--- config.mk ---
export PLATFORM = sky130hd
export DESIGN_NAME = control_sequencer
export DESIGN_NICKNAME = d
export VERILOG_FILES = /design/src/rtl/cpu_pkg.sv /design/src/rtl/opcode_class_decode.sv /design/src/rtl/control_sequencer.sv
export SDC_FILE = /design/constraint.sdc
export NUM_CORES = 1
export LEC_CHECK = 0
export ABC_AREA = 0
export BUFFER_PORTS_ARGS = -buffer_cell sky130_fd_sc_hd__buf_4
export CAP_MARGIN = 10
export CORE_MARGIN = 2
export CORE_UTILIZATION = 30
export CTS_CLUSTER_DIAMETER = 100
export DETAILED_ROUTE_END_ITERATION = 7
export SLEW_MARGIN = 20
export SYNTH_ARGS = -nofsm -noshare
export SYNTH_HDL_FRONTEND = slang
export SYNTH_HIERARCHICAL = 1
export SYNTH_SLANG_ARGS = --single-unit
export TNS_END_PERCENT = 5
--- constraint.sdc ---
create_clock -name clk -period 2 [get_ports clk]
set_clock_uncertainty 0.05 [all_clocks]
set_input_delay 0.2 -clock clk [delete_from_list [all_inputs] [get_ports clk]]
set_output_delay 0.2 -clock clk [all_outputs]
set_load 0.01 [all_outputs]
--- src/rtl/cpu_pkg.sv ---
// Shared opcode, ALU code, state and control-word definitions
// for the CPU control sequencer.
package cpu_pkg;

    localparam logic [4:0] OP_LD   = 5'd0;
    localparam logic [4:0] OP_LDI  = 5'd1;
    localparam logic [4:0] OP_ST   = 5'd2;
    localparam logic [4:0] OP_ADD  = 5'd3;
    localparam logic [4:0] OP_SUB  = 5'd4;
    localparam logic [4:0] OP_AND  = 5'd5;
    localparam logic [4:0] OP_OR   = 5'd6;
    localparam logic [4:0] OP_ADDI = 5'd7;
    localparam logic [4:0] OP_ANDI = 5'd8;
    localparam logic [4:0] OP_ORI  = 5'd9;
    localparam logic [4:0] OP_NOP  = 5'd26;
    localparam logic [4:0] OP_HALT = 5'd27;

    localparam logic [4:0] ALU_NOP = 5'd0;
    localparam logic [4:0] ALU_ADD = 5'd1;
    localparam logic [4:0] ALU_SUB = 5'd2;
    localparam logic [4:0] ALU_AND = 5'd3;
    localparam logic [4:0] ALU_OR  = 5'd4;

    typedef enum logic [3:0] {
        S_RESET, S_T0, S_T1, S_T2, S_T3,
        S_T4, S_T5, S_T6, S_T7, S_HALT
    } state_t;

    typedef enum logic [2:0] {
        C_RTYPE, C_IMM, C_LDI, C_LD, C_ST, C_NOP, C_HALT
    } op_class_t;

    typedef struct packed {
        logic gra;
        logic grb;
        logic grc;
        logic rin;
        logic rout;
        logic ba_out;
        logic c_out;
        logic pc_out;
        logic mdr_out;
        logic zlow_out;
        logic pc_in;
        logic ir_in;
        logic mar_in;
        logic mdr_in;
        logic y_in;
        logic z_in;
        logic inc_pc;
        logic read;
        logic write;
        logic run;
    } ctrl_t;

    function automatic logic [4:0] alu_of(input logic [4:0] op);
        logic [4:0] a;
        case (op)
            OP_ADD, OP_ADDI: a = ALU_ADD;
            OP_SUB:          a = ALU_SUB;
            OP_AND, OP_ANDI: a = ALU_AND;
            OP_OR, OP_ORI:   a = ALU_OR;
            default:         a = ALU_NOP;
        endcase
        return a;
    endfunction

endpackage

--- src/rtl/opcode_class_decode.sv ---
// Maps a 5-bit opcode onto the instruction class that picks the
// execute-phase micro-sequence; unknown opcodes fall into the nop class.
module opcode_class_decode
    import cpu_pkg::*;
(
    input  logic [4:0] opcode,
    output op_class_t  op_class
);

    always_comb begin
        op_class = C_NOP;
        case (opcode)
            OP_ADD, OP_SUB, OP_AND, OP_OR: op_class = C_RTYPE;
            OP_ADDI, OP_ANDI, OP_ORI:      op_class = C_IMM;
            OP_LDI:                        op_class = C_LDI;
            OP_LD:                         op_class = C_LD;
            OP_ST:                         op_class = C_ST;
            OP_HALT:                       op_class = C_HALT;
            default:                       op_class = C_NOP;
        endcase
    end

endmodule

--- src/rtl/control_sequencer.sv ---
// Moore control sequencer: fetch T0-T2, class-dependent execute T3-T7,
// registered control word, memory wait states in T1 / ld-T6 / st-T7.
module control_sequencer
    import cpu_pkg::*;
(
    input  logic        clk,
    input  logic        reset,
    input  logic [31:0] IR,
    input  logic        mem_ack,
    output logic        Gra,
    output logic        Grb,
    output logic        Grc,
    output logic        Rin,
    output logic        Rout,
    output logic        BAout,
    output logic        Cout,
    output logic        PCout,
    output logic        MDRout,
    output logic        Zlowout,
    output logic        PCin,
    output logic        IRin,
    output logic        MARin,
    output logic        MDRin,
    output logic        Yin,
    output logic        Zin,
    output logic        IncPC,
    output logic        Read,
    output logic        Write,
    output logic [4:0]  alu_op,
    output logic        Run
);

    state_t    state;
    state_t    nxt;
    op_class_t cls;
    ctrl_t     ctrl;
    logic      rst_hold;
    logic      unused_ir;

    assign unused_ir = ^IR[26:0];

    opcode_class_decode u_dec (
        .opcode   (IR[31:27]),
        .op_class (cls)
    );

    function automatic ctrl_t ctrl_for(
        input state_t    s,
        input op_class_t c,
        input logic      first
    );
        ctrl_t w;
        logic  addr;
        w    = '0;
        addr = (c == C_LDI) || (c == C_LD) || (c == C_ST);
        case (s)
            S_T0: begin
                w.pc_out = 1'b1; w.mar_in = 1'b1;
                w.inc_pc = 1'b1; w.z_in   = 1'b1;
            end
            S_T1: begin
                w.zlow_out = 1'b1; w.pc_in  = first;
                w.read     = 1'b1; w.mdr_in = 1'b1;
            end
            S_T2: begin
                w.mdr_out = 1'b1; w.ir_in = 1'b1;
            end
            S_T3: begin
                w.grb    = 1'b1; w.y_in = 1'b1;
                w.ba_out = addr; w.rout = !addr;
            end
            S_T4: begin
                w.z_in  = 1'b1;
                w.grc   = (c == C_RTYPE);
                w.rout  = (c == C_RTYPE);
                w.c_out = (c != C_RTYPE);
            end
            S_T5: begin
                w.zlow_out = 1'b1;
                w.mar_in   = (c == C_LD) || (c == C_ST);
                w.gra      = !((c == C_LD) || (c == C_ST));
                w.rin      = !((c == C_LD) || (c == C_ST));
            end
            S_T6: begin
                w.mdr_in = 1'b1;
                w.read   = (c == C_LD);
                w.gra    = (c == C_ST);
                w.rout   = (c == C_ST);
            end
            S_T7: begin
                w.write   = (c == C_ST);
                w.mdr_out = (c == C_LD);
                w.gra     = (c == C_LD);
                w.rin     = (c == C_LD);
            end
            default: w = '0;
        endcase
        w.run = (s != S_RESET) && (s != S_HALT);
        return w;
    endfunction

    always_comb begin
        nxt = state;
        case (state)
            S_RESET: nxt = S_T0;
            S_T0:    nxt = S_T1;
            S_T1:    nxt = mem_ack ? S_T2 : S_T1;
            S_T2: begin
                if (cls == C_NOP)       nxt = S_T0;
                else if (cls == C_HALT) nxt = S_HALT;
                else                    nxt = S_T3;
            end
            S_T3:    nxt = S_T4;
            S_T4:    nxt = S_T5;
            S_T5:    nxt = (cls == C_LD || cls == C_ST) ? S_T6 : S_T0;
            S_T6: begin
                if (cls == C_LD) nxt = mem_ack ? S_T7 : S_T6;
                else             nxt = S_T7;
            end
            S_T7: begin
                if (cls == C_ST) nxt = mem_ack ? S_T0 : S_T7;
                else             nxt = S_T0;
            end
            S_HALT:  nxt = S_HALT;
            default: nxt = S_RESET;
        endcase
    end

    // rst_hold keeps RESET for one full cycle after release
    always_ff @(posedge clk or posedge reset) begin
        if (reset) begin
            rst_hold <= 1'b1;
            state    <= S_RESET;
            ctrl     <= '0;
        end else begin
            rst_hold <= 1'b0;
            if (rst_hold) begin
                state <= S_RESET;
                ctrl  <= '0;
            end else begin
                state <= nxt;
                ctrl  <= ctrl_for(nxt, cls, nxt != state);
            end
        end
    end

    always_comb begin
        alu_op = ALU_NOP;
        if (state == S_T0) begin
            alu_op = ALU_ADD;
        end else if (state == S_T4) begin
            if (cls == C_RTYPE || cls == C_IMM) alu_op = alu_of(IR[31:27]);
            else                                alu_op = ALU_ADD;
        end
    end

    assign Gra     = ctrl.gra;
    assign Grb     = ctrl.grb;
    assign Grc     = ctrl.grc;
    assign Rin     = ctrl.rin;
    assign Rout    = ctrl.rout;
    assign BAout   = ctrl.ba_out;
    assign Cout    = ctrl.c_out;
    assign PCout   = ctrl.pc_out;
    assign MDRout  = ctrl.mdr_out;
    assign Zlowout = ctrl.zlow_out;
    assign PCin    = ctrl.pc_in;
    assign IRin    = ctrl.ir_in;
    assign MARin   = ctrl.mar_in;
    assign MDRin   = ctrl.mdr_in;
    assign Yin     = ctrl.y_in;
    assign Zin     = ctrl.z_in;
    assign IncPC   = ctrl.inc_pc;
    assign Read    = ctrl.read;
    assign Write   = ctrl.write;
    assign Run     = ctrl.run;

endmodule

==> impl_results.md, run 1 <==
* Detailed-placement wirelength estimate at ~2700 um
* Final worst path period share at 105%
* Crit-path max cell delay at roughly 510 ps
* Slowest library cell on the worst path: or4_4
* WP buf/inv at 1
* Sw Ratio at 28.5%
* Unrepaired setup endpoints after global routing: true
* Required time of the critical path at around 2100 ps
* Share of total power in combinational logic at roughly 30%
* Ordered list of cells on the worst path: buf_8, or2_0, o32a_1, xor2_1, and2_4, a221o_1, or4_4, o31ai_2
* Synthesized area at roughly 1400 sq um
* Min Hold Slack at about 250 ps
* Slack of the worst reg-to-reg path at 100 ps
* Total length of routed wires at roughly 3400 um
* Total number of vias at approximately 1.4k
* Horizontal die dimension at 72.0 um
* TritonCTS clock tree: yes
* Core footprint at 4410 sq um
* Via count of the first global-routing pass at between 1k and 1.5k
* Sinks on the clock net at 23
* Worst setup margin at -108 ps
* First-pass GRT wire length at around 5700 um
* Largest driver fanout on the critical path at 6
* Sequential fraction of the synthesis area at about two fifths
* Worst Setup Path Type: primary input to flip-flop
* Met2 layer usage reported by global route at 24.2%
* Final Hold Fails at 0
* Net total in the final layout at ~250
* Clk root buf: clkbuf_8
* Cell count after placement at approximately 260
* H-tree levels at 1
* Final weighted congestion in routability-driven placement at around 0.85
* Ratio of total power to cell area at ~560 nW/um^2
* Synthesized area per cell at about 9.4 sq um
* Setup bufs post-CTS at 0
* Number of diodes at 0
* CP startpoint kind: primary input
* Proportion of layout cells with a drive suffix above 1 at approximately 44%
* Main combinational cell family by area after synthesis: simple AND/OR/NAND/NOR gates
* Leak Pwr at around 0.95 nW
* Post-synth EDFFs at 0
* Synthesis-to-layout area growth at 47.3%
* Xor/xnor share of the synthesized area at 0.631%
* Std-Cell Rows at 24
* Result of the run: finished with violations
* Number of DRC markers in iteration 0 at 44
* Congestion Overflow GR at 0
* DRC violations left at 0
* Post-Layout Cell Count at ~270
* Final critical path time including I/O delays and setup at around 2100 ps
* Pin count of the biggest net entering global routing at 24
* Clock latency on the worst-skew pair at roughly 260 ps
* Number of distinct library cells after synthesis at 56
* CP delay by family, top: simple AND/OR/NAND/NOR gates
* Fmax at approximately 470 MHz
* Pre-CTS setup slack at -403 ps
* Remaining number of nets flagged by the antenna check after routing at 0
* Final total negative setup slack at -188 ps
* Total Die Area at roughly 5200 sq um
* Data arrival at the endpoint of the critical path at approximately 2200 ps
* Share of flip-flops with an asynchronous set or reset after synthesis at between 90% and 100%
* Number of placed I/O pins at 60
* Count of max-cap constraint violations at 0
* Number of antenna violations at the first check in global routing at 0
* Drt via density at 5.06
* Routing usage on met3 at approximately 1.1%
* Synthesized-area fraction occupied by ao, oa, aoi and oai cells at between 10% and 20%
* Floorplan die height at 72.0 um
* Endpoint type of the worst setup path: flip-flop
* Adder-Cell Fraction of Synth Area at 0%
* Warnings from Yosys at 6
* Worst hold path class: primary input to flip-flop
* Post-detailed-route wirelength per cell at between 10 and 15 um
* Port bufs at 30
* Met1 Usage GRT at roughly 17%
* Flip-flop and latch count after synthesis at 23
* Area share of and/or/nand/nor cells after synthesis at 31.7%
* Clock input transition at the sequential cells of the worst setup and hold paths at roughly 70 ps
* First-pass iteration count of the detailed router at 4
* Initial cell density of the core at a little under a third
* Switching power at ~0.00033 W
* Max rail drop VDD at between 0.2 and 0.25 mV
* Mux cell area share after synthesis at 0%
* Top FF cell, synth: dfrtp_1
* Final-report setup violation count at 3
* Clock power frac at 24.6%
* Count of final max-slew check failures at 0
* Number of buffers between clock root and the deepest sink at 2
* Sequential power share at between 40 and 50%
* Instance count of the mapped netlist at between 100 and 150
* Violated checks: negative setup slack
* Top Usage Layer GRT: met2
* Post-layout total power at about 0.0011 W
* Total routing resource utilization after global routing at roughly 14%
* Total CTS buffers at 3
* Cell internal pwr at 0.000817 W
-- state kept, by name (all words and copies together), names as in the netlist --
register	count
MARin	1
Zlowout	1
state	4
Gra	1
PCin	1
MDRout	1
rst_hold	1
IRin	1
Grc	1
IncPC	1
MDRin	1
Write	1
Read	1
BAout	1
Rout	1
Run	1
Grb	1
Cout	1
Zin	1
Rin	1
-- metrics by stage --
step | cell area (sq um) | util [%]
global placement | 1920 | 43.6
global route | 2040 | 46.3
detailed placement | 1920 | 43.6
floorplan | 1400 | -
CTS | 2010 | 45.5
finish | 2040 | 46.3
-- worst reg2reg max path, cell delays in order (launching register included) --
cell      delay (ps)
dfrtp_1          460
nor2b_1          280
a221oi_1          80
a221o_1          350
or4_4            510
o31ai_2           80
-- worst paths after layout --
path | start | endpoint | cells after the start
max in group asynchronous | reset | rst_hold$_DFF_PP1_ | 4
min | mem_ack | PCin$_DFF_PP0_ | 3
max | IR[30] | Rin$_DFF_PP0_ | 8
max reg2reg | state[0]$_DFF_PP0_ | Rin$_DFF_PP0_ | 5
min reg2reg | rst_hold$_DFF_PP1_ | state[3]$_DFF_PP0_ | 1
min in group asynchronous | reset | Run$_DFF_PP0_ | 4
-- Yosys cell counts (2+ instances only) --
| library cell | number | area share, % |
|---|---|---|
| nor4b_1 | 3 | 1.9 |
| nor3_1 | 10 | 3.6 |
| clkbuf_1 | 2 | 0.54 |
| o21ai_0 | 5 | 1.8 |
| a21oi_1 | 6 | 2.2 |
| buf_4 | 5 | 2.7 |
| o21bai_1 | 3 | 1.6 |
| nand3_1 | 4 | 1.4 |
| nand2_1 | 5 | 1.4 |
| buf_2 | 4 | 1.4 |
| nor3b_1 | 2 | 1.1 |
| dfrtp_1 | 22 | 40 |
| and3b_1 | 2 | 1.3 |
| nand2b_1 | 4 | 1.8 |
| nand3b_1 | 4 | 2.2 |
| nand4b_1 | 3 | 1.9 |
| inv_1 | 7 | 1.9 |
| nor2b_1 | 6 | 2.7 |
| o22ai_1 | 2 | 0.90 |
| o211ai_1 | 2 | 1.1 |
| nor2_1 | 12 | 3.2 |
-- cells in the final DEF, fill, tap and decap left out, types with 5 or more instances in the layout --
cell	netlist	routed
nor2b_1	6	5
dfrtp_1	22	21
inv_1	7	7
nand2_1	5	5
buf_4	5	70
nor2_1	12	11
a21oi_1	6	6
nor3_1	10	10
-- cells by family after synthesis --
group                  count (synthesis)
AO/OA/AOI/OAI                         34
XOR/XNOR                               1
buffers and inverters                 19
flip-flops                            23
other                                  1
AND/OR/NAND/NOR                       70
-- cell type report --
| cell class | count | area (sq um) |
|---|---|---|
| fill | 412 | 2370 |
| multi-input combinational | 108 | 768 |
| sequential | 23 | 578 |
| timing repair buffer | 73 | 562 |
| tap | 52 | 65.1 |
| clock buffer | 4 | 45.0 |
| inverter | 7 | 26.3 |
-- power groups by stage --
| stage | Clock, W | Sequential (W) | Combinational [W] |
|---|---|---|---|
| floorplan | 0 | 0.000526 | 0.000159 |
| global placement | 0 | 0.000522 | 0.000328 |
| detailed placement | 0 | 0.000523 | 0.000328 |
| CTS | 0.000284 | 0.000514 | 0.000338 |
| global route | 0.000310 | 0.000520 | 0.000378 |
| finish | 0.000281 | 0.000515 | 0.000345 |
-- what timing repair did --
action	in CTS	in global routing
resized for setup	7	9
setup endpoints to repair	9	14
hold buffers	1	0
endpoints found under the hold margin	22	0
pin swaps	1	0
-- per-layer routing --
metal,share of wire (%),vias to the layer above
met2,50,35
li1,-,676
met3,3.5,4
met5,0,-
met1,45,636
met4,1.6,0
(Power assumes the default switching activity.)
==> inputs of run 2 (changes only) <==
--- a/config.mk
+++ b/config.mk
@@ -9,9 +9,10 @@
 export BUFFER_PORTS_ARGS = -buffer_cell sky130_fd_sc_hd__buf_4
 export CAP_MARGIN = 10
 export CORE_MARGIN = 2
-export CORE_UTILIZATION = 30
+export CORE_UTILIZATION = 47
 export CTS_CLUSTER_DIAMETER = 100
 export DETAILED_ROUTE_END_ITERATION = 7
+export PLACE_DENSITY = 0.79
 export SLEW_MARGIN = 20
 export SYNTH_ARGS = -nofsm -noshare
 export SYNTH_HDL_FRONTEND = slang
==> run 2 against run 1 <==
  * The flow finishes with violations (negative hold slack, negative setup slack)
  * Utilization rose by 25 points
  * Clock power shrank 25%
  * Design area down 3.3%
  * Total power is 5.6% lower
  * Via count up 6.4%
  * Non-clock buffer count shrank 4
  * Largest cell class unchanged
==> impl_results.md, run 2 (same netlist as run 1, synthesis figures left out) <==
* Final Hold Fails at 22 (+22)
* Initial cell density of the core at 49.9% (+18 points)
* Highest-count cells in the layout ignoring fill and taps: 67 x buf_4, 21 x dfrtp_1, 11 x nor2_1
* Post-detailed-route wirelength per cell at 15.9 um (+24%)
* Port bufs at 30 (unchanged)
* Total number of vias at 1437 (+6.4%)
* First-pass GRT wire length at 5970 um (+5.2%)
* Core footprint at 2780 sq um (-37%)
* Unrepaired setup endpoints after global routing: true
* Ratio of total power to cell area at 545 nW/um^2 (-2.4%)
* Violated checks: negative hold slack, negative setup slack
* Drt via density at 5.94 (+17%)
* Remaining number of nets flagged by the antenna check after routing at 0 (unchanged)
* Sw Ratio at 31.1% (+2.6 points)
* Slowest library cell on the worst path: or4_4
* Relative slew margins at a little under half
* Required time of the critical path at 2180 ps (+60 ps)
* Number of antenna violations at the first check in global routing at 0 (unchanged)
* Total Die Area at 3400 sq um (-34%)
* Cell internal pwr at 0.000743 W (-9.1%)
* Detailed-placement wirelength estimate at 2810 um (+3.6%)
* CP startpoint kind: primary input
* Clock input transition at the sequential cells of the worst setup and hold paths at 120 ps (+50 ps)
* H-tree levels at 1 (unchanged)
* Net total in the final layout at 247 (-1.6%)
* Clock latency on the worst-skew pair at 310 ps (+50 ps)
* Total length of routed wires at 3850 um (+12%)
* Congestion Overflow GR at 0 (unchanged)
* Min Hold Slack at -18.3 ps (-264 ps)
* Largest driver fanout on the critical path at 6 (unchanged)
* Worst Tran Pin Value at just over 800 ps
* Horizontal die dimension at 58.3 um (-19%)
* Ordered list of cells on the worst path: buf_6, or2_0, o32a_1, or3b_4, o21bai_1, a41oi_2, or4_4, o31ai_2
* Floorplan die height at 58.3 um (-19%)
* First-pass iteration count of the detailed router at 4 (unchanged)
* Crit-path max cell delay at 470 ps (-40 ps)
* Result of the run: finished with violations
* Total CTS buffers at 3 (unchanged)
* Pin count of the biggest net entering global routing at 24 (unchanged)
* Worst setup margin at -89.3 ps (+18.8 ps)
* Number of DRC markers in iteration 0 at 63 (+43%)
* Synthesis-to-layout area growth at 42.5%
* Total routing resource utilization after global routing at 22.5% (+8.8 points)
* Number of placed I/O pins at 60 (unchanged)
* Switching power at 0.000335 W (+3.1%)
* Clk root buf: clkbuf_4
* Register with the highest flop count: state
* Post-layout total power at 0.00108 W (-5.6%)
* Utilization after layout at 71.1% (+25 points)
* Pre-CTS setup slack at -485 ps (-81.9 ps)
* Number of diodes at 0 (unchanged)
* Count of max-cap constraint violations at 0 (unchanged)
* Proportion of layout cells with a drive suffix above 1 at 46.0% (+1.8 points)
* Sinks on the clock net at 23 (unchanged)
* Clock power frac at 19.6% (-5.0 points)
* Max rail drop VDD at 0.519 mV (+110%)
* Std-Cell Rows at 19 (-21%)
* Final critical path time including I/O delays and setup at 2090 ps (-18.8 ps)
* TritonCTS clock tree: yes
* Leading cell type in the layout, fill and taps excluded: buf_4
* Data arrival at the endpoint of the critical path at 2270 ps (+40 ps)
* Final weighted congestion in routability-driven placement at 0.948 (+12%)
* Fmax at 479 MHz (+0.90%)
* Sequential power share at 48.0% (+2.9 points)
* Layout filler cell count at 198 (-52%)
* Number of buffers between clock root and the deepest sink at 2 (unchanged)
* Reg area at 578 sq um (unchanged)
* Leak Pwr at 0.928 nW (-2.8%)
* Via count of the first global-routing pass at 1318 (+7.3%)
* Count of final max-slew check failures at 0 (unchanged)
* Share of total power in combinational logic at 32.5% (+2.3 points)
* Worst hold path class: primary input to async pin
* Endpoint type of the worst setup path: flip-flop
* Critical Path Source: IR[30]
* DRC violations left at 0 (unchanged)
* Final-report setup violation count at 6 (+3)
* Start of the worst register-to-register path: state[0]$_DFF_PP0_
* Post-CTS Hold Buffers at 0 (-1)
* Total area of multi-input combinational cells at 781 sq um (+1.6%)
* Worst Setup Path Type: primary input to flip-flop
* Max reg flops at 4 (unchanged)
* Final worst path period share at 104% (-0.94 points)
[run 2: cell types whose count changed in the layout (fill, tap and decap cells not counted), sizes merged]
cell,before,now
dlygate4sd3,1,0
buf,72,69
clkbuf,4,3
clkinv,0,1
[run 2: layout make-up]
cell class	count	area share (%)
clock inverter	1	0.253
timing repair buffer	69	26.6
multi-input combinational	108	39.5
clock buffer	3	1.14
inverter	7	1.33
sequential	23	29.2
tap	31	1.96
[run 2: final timing paths]
path / end / slack, ps / depth (start not counted)
hold / removal: MDRin$_DFF_PP0_ / -20 / 2
hold reg to reg: state[0]$_DFF_PP0_ / 560 / 1
setup reg to reg: Rin$_DFF_PP0_ / 140 / 5
min in group clk: PCin$_DFF_PP0_ / 210 / 3
setup / recovery: Rin$_DFF_PP0_ / -90 / 8
max in group asynchronous: state[1]$_DFF_PP0_ / 1360 / 2
[run 2: stage by stage]
stage	instance area (sq um)	cells	TNS [ps]
final	1980	242	-216
after CTS	1930	242	-85.2
after floorplan	1400	150	-891
after global routing	1980	242	-810
after detailed placement	1870	237	-4880
after global placement	1870	237	-3980
[run 2: worst max-delay path: cells and delay by family]
family                 cells  cell delay, ps
buffers and inverters      1              90
AOI/OAI and AO/OA          4             870
and+or+nand+nor            3            1120
[run 2: routing by layer]
metal | global-route usage (%) | part of all wire (%) | up-vias
li1 | - | - | 671
met2 | 38.2 | 50 | 65
met3 | 4.18 | 6.0 | 10
met5 | 0 | 0 | -
met4 | 5.98 | 1.7 | 0
met1 | 29.5 | 42 | 691
[run 2: repair_timing]
| item | 4_1_cts | 5_1_grt |
|---|---|---|
| buffers inserted | 1 | 0 |
| endpoints found under the setup margin | 8 | 14 |
| resized for setup | 7 | 12 |
| pin swaps | 3 | 4 |
[run 2: power groups by stage]
stage	sequential [W]	clock (W)	combinational (W)
finish	0.000517	0.000211	0.000350
global route	0.000521	0.000240	0.000372
CTS	0.000515	0.000216	0.000331
detailed placement	0.000524	0	0.000319
global placement	0.000522	0	0.000308
floorplan	0.000526	0	0.000159
==> inputs of run 3 (changes only) <==
--- a/config.mk
+++ b/config.mk
@@ -9,10 +9,10 @@
 export BUFFER_PORTS_ARGS = -buffer_cell sky130_fd_sc_hd__buf_4
 export CAP_MARGIN = 10
 export CORE_MARGIN = 2
-export CORE_UTILIZATION = 47
+export CORE_UTILIZATION = 42
 export CTS_CLUSTER_DIAMETER = 100
 export DETAILED_ROUTE_END_ITERATION = 7
-export PLACE_DENSITY = 0.79
+export PLACE_DENSITY = 0.75
 export SLEW_MARGIN = 20
 export SYNTH_ARGS = -nofsm -noshare
 export SYNTH_HDL_FRONTEND = slang
==> constraint.sdc (replaced) <==
create_clock -name clk -period 1.8 [get_ports clk]
set_clock_uncertainty 0.05 [all_clocks]
set_input_delay 0.18 -clock clk [delete_from_list [all_inputs] [get_ports clk]]
set_output_delay 0.18 -clock clk [all_outputs]
set_load 0.01 [all_outputs]
==> run 3 against run 2 <==
  * The run ends with negative setup slack left
  * Sequential power rose by 10%
  * Utilization fell by 4.2 points
  * Clock power rose by 9%
  * Non-clock buffer count rose by 3
  * Routed wire length fell by 8.5%
  * Sequential cell count did not move
  * Die area rose by 11%
  * Setup slack got worse by 66 ps
  * Highest routed layer unchanged
  * Total power rose by 13%
  * Hold slack improved by 180 ps
  * Final cell count rose by 6.6%
  * Via count fell by 3.1%
==> impl_results.md, run 3 (same netlist as run 1, synthesis figures left out) <==
* Final weighted congestion in routability-driven placement at 0.857 (-9.6%)
* Post-detailed-route wirelength per cell at 13.7 um (-14%)
* Highest-count cells in the layout ignoring fill and taps: 62 x buf_4, 20 x dfrtp_1, 11 x nor2_1
* Count of max-cap constraint violations at 0 (unchanged)
* Clock input transition at the sequential cells of the worst setup and hold paths at 110 ps (about the same)
* Final worst path period share at 109%
* Number of placed I/O pins at 60 (unchanged)
* Result of the run: finished with violations
* H-tree levels at 1 (unchanged)
* Number of antenna violations at the first check in global routing at 0 (unchanged)
* Ratio of total power to cell area at 587 nW/um^2 (+7.6%)
* Congestion Overflow GR at 0 (unchanged)
* Std-Cell Rows at 20 (+1)
* Clock latency on the worst-skew pair at 310 ps (about the same)
* Final Hold Fails at 0 (-100%)
* Required time of the critical path at 1950 ps (-230 ps)
* WL met3 at 140 um (-40%)
* Highest metal layer with signal wires: met4
* Min Hold Slack at 163 ps (+182 ps)
* Total routing resource utilization after global routing at 20.9% (-1.6 points)
* Post-DP Area at 1890 sq um (+1.3%)
* Core footprint at 3100 sq um (+12%)
* Register with the highest flop count: state
* Number of DRC markers in iteration 0 at 37 (-41%)
* Count of final max-slew check failures at 0 (unchanged)
* Number of diodes at 0 (unchanged)
* Reg2reg end: Rin$_DFF_PP0_
* Worst setup margin at -156 ps (-66.4 ps)
* Number of buffers between clock root and the deepest sink at 2 (unchanged)
* Max rail drop VDD at 0.272 mV (-48%)
* Sinks on the clock net at 23 (unchanged)
* Proportion of layout cells with a drive suffix above 1 at 49.1% (+3.1 points)
* Synthesis-to-layout area growth at 49.5%
* Total Die Area at 3780 sq um (+11%)
* Violated checks: negative setup slack
* Total length of routed wires at 3530 um (-8.5%)
* TritonCTS clock tree: yes
* Fmax at 511 MHz
* Horizontal die dimension at 61.5 um (+5.4%)
* Worst Setup Path Type: primary input to flip-flop
* Sum of met2 wire segment lengths after detailed routing at 1830 um (-5.9%)
* Final total negative setup slack at -1640 ps (-1430 ps)
* Remaining number of nets flagged by the antenna check after routing at 0 (unchanged)
* Leading cell type in the layout, fill and taps excluded: buf_4
* Total CTS buffers at 3 (unchanged)
* Pin count of the biggest net entering global routing at 24 (unchanged)
* Worst hold path class: primary input to flip-flop
* Cell count after placement at 251 (+5.9%)
* Floorplan die height at 61.5 um (+5.4%)
* Endpoint of the worst hold path: PCin$_DFF_PP0_
* Clk root buf: clkbuf_4
* Total number of vias at 1392 (-3.1%)
* Net total in the final layout at 250 (+1.2%)
* Data arrival at the endpoint of the critical path at 2110 ps (-160 ps)
* Via count of the first global-routing pass at 1282 (-2.7%)
* CP startpoint kind: primary input
* Worst Reg2Reg Path Length in Cells at 5 (unchanged)
* Min-Delay Startpoint: mem_ack
* First-pass GRT wire length at 5840 um (-2.1%)
* Endpoint type of the worst setup path: flip-flop
* Port bufs at 30 (unchanged)
* Largest driver fanout on the critical path at 6 (unchanged)
* DRC violations left at 0 (unchanged)
* Pre-CTS setup slack at -570 ps (-84.7 ps)
* Post-Layout Cell Count at 258 (+6.6%)
* Final critical path time including I/O delays and setup at just under 2000 ps
* Max reg flops at 4 (unchanged)
* Slack of the worst reg-to-reg path at -60 ps (-200 ps)
* Number of cells on the worst hold path at 3
* Leak Pwr at 0.937 nW (+0.97%)
* Detailed-placement wirelength estimate at 2740 um (-2.7%)
* First-pass iteration count of the detailed router at 4 (unchanged)
* Unrepaired setup endpoints after global routing: true
* Post-layout instance area at 2070 sq um (+4.9%)
* Start of the worst register-to-register path: state[0]$_DFF_PP0_
* Post-route met1 wirelength at 1480 um (-8.3%)
* Drt via density at 5.40 (-9.1%)
* Final-report setup violation count at 16 (+10)
* Initial cell density of the core at 44.7% (-5.2 points)
[run 3: cell count changes in the layout (fill, tap and decap cells not counted), sizes merged]
cell	before	now
clkinv	1	0
dlygate4sd3	0	1
buf	69	71
clkbuf	3	4
[run 3: per-layer routing]
metal | GRT usage (%) | vias to the layer above
met1 | 25.1 | 670
li1 | - | 674
met3 | 1.68 | 7
met5 | 0 | -
met2 | 37.1 | 41
met4 | 10.3 | 0
[run 3: area by class of cell]
cell class	instances	area [sq um]
Sequential cell	23	579
Inverter	7	26.3
Clock buffer	4	26.3
Fill cell	278	1030
Tap cell	44	55.1
Timing Repair Buffer	72	581
Multi-Input combinational cell	108	807
[run 3: worst max path at each step]
stage	slack (ps)	depth (start not counted)	startpoint	to
6_report	-160	11	IR[27]	Read$_DFF_PP0_
2_1_floorplan	-470	8	IR[30]	Rin$_DFF_PP0_
3_5_place_dp	-570	9	IR[30]	MARin$_DFF_PP0_
4_1_cts	-180	8	IR[30]	Rin$_DFF_PP0_
5_1_grt	-270	9	IR[30]	MARin$_DFF_PP0_
3_3_place_gp	-520	8	IR[30]	Rin$_DFF_PP0_
[run 3: report_power, final]
group          internal, W  switching [W]
clock network    0.0000867       0.000143
logic             0.000219       0.000198
registers         0.000548      0.0000220
[run 3: timing repair]
item | in CTS | in global routing
hold buffers | 1 | 0
endpoints found under the hold margin | 22 | 0
setup endpoints to repair | 18 | 19
gates resized for setup | 17 | 19
setup buffers | 0 | 2
pin swaps | 5 | 6
[run 3: per-stage QoR]
stage | power, W | utilization [%]
after floorplan | 0.000761 | -
after global placement | 0.000937 | 61.0
after detailed placement | 0.000947 | 61.0
after CTS | 0.00120 | 64.2
after global routing | 0.00129 | 66.9
final | 0.00122 | 66.9
[run 3: worst max-delay path: stages]
cell	delay, ps
buf_8	100
and3_4	160
o32a_1	420
buf_6	160
and4bb_2	240
a311oi_2	290
nand2_1	120
nand2b_1	130
inv_2	50
nand3b_1	160
o21ai_1	100
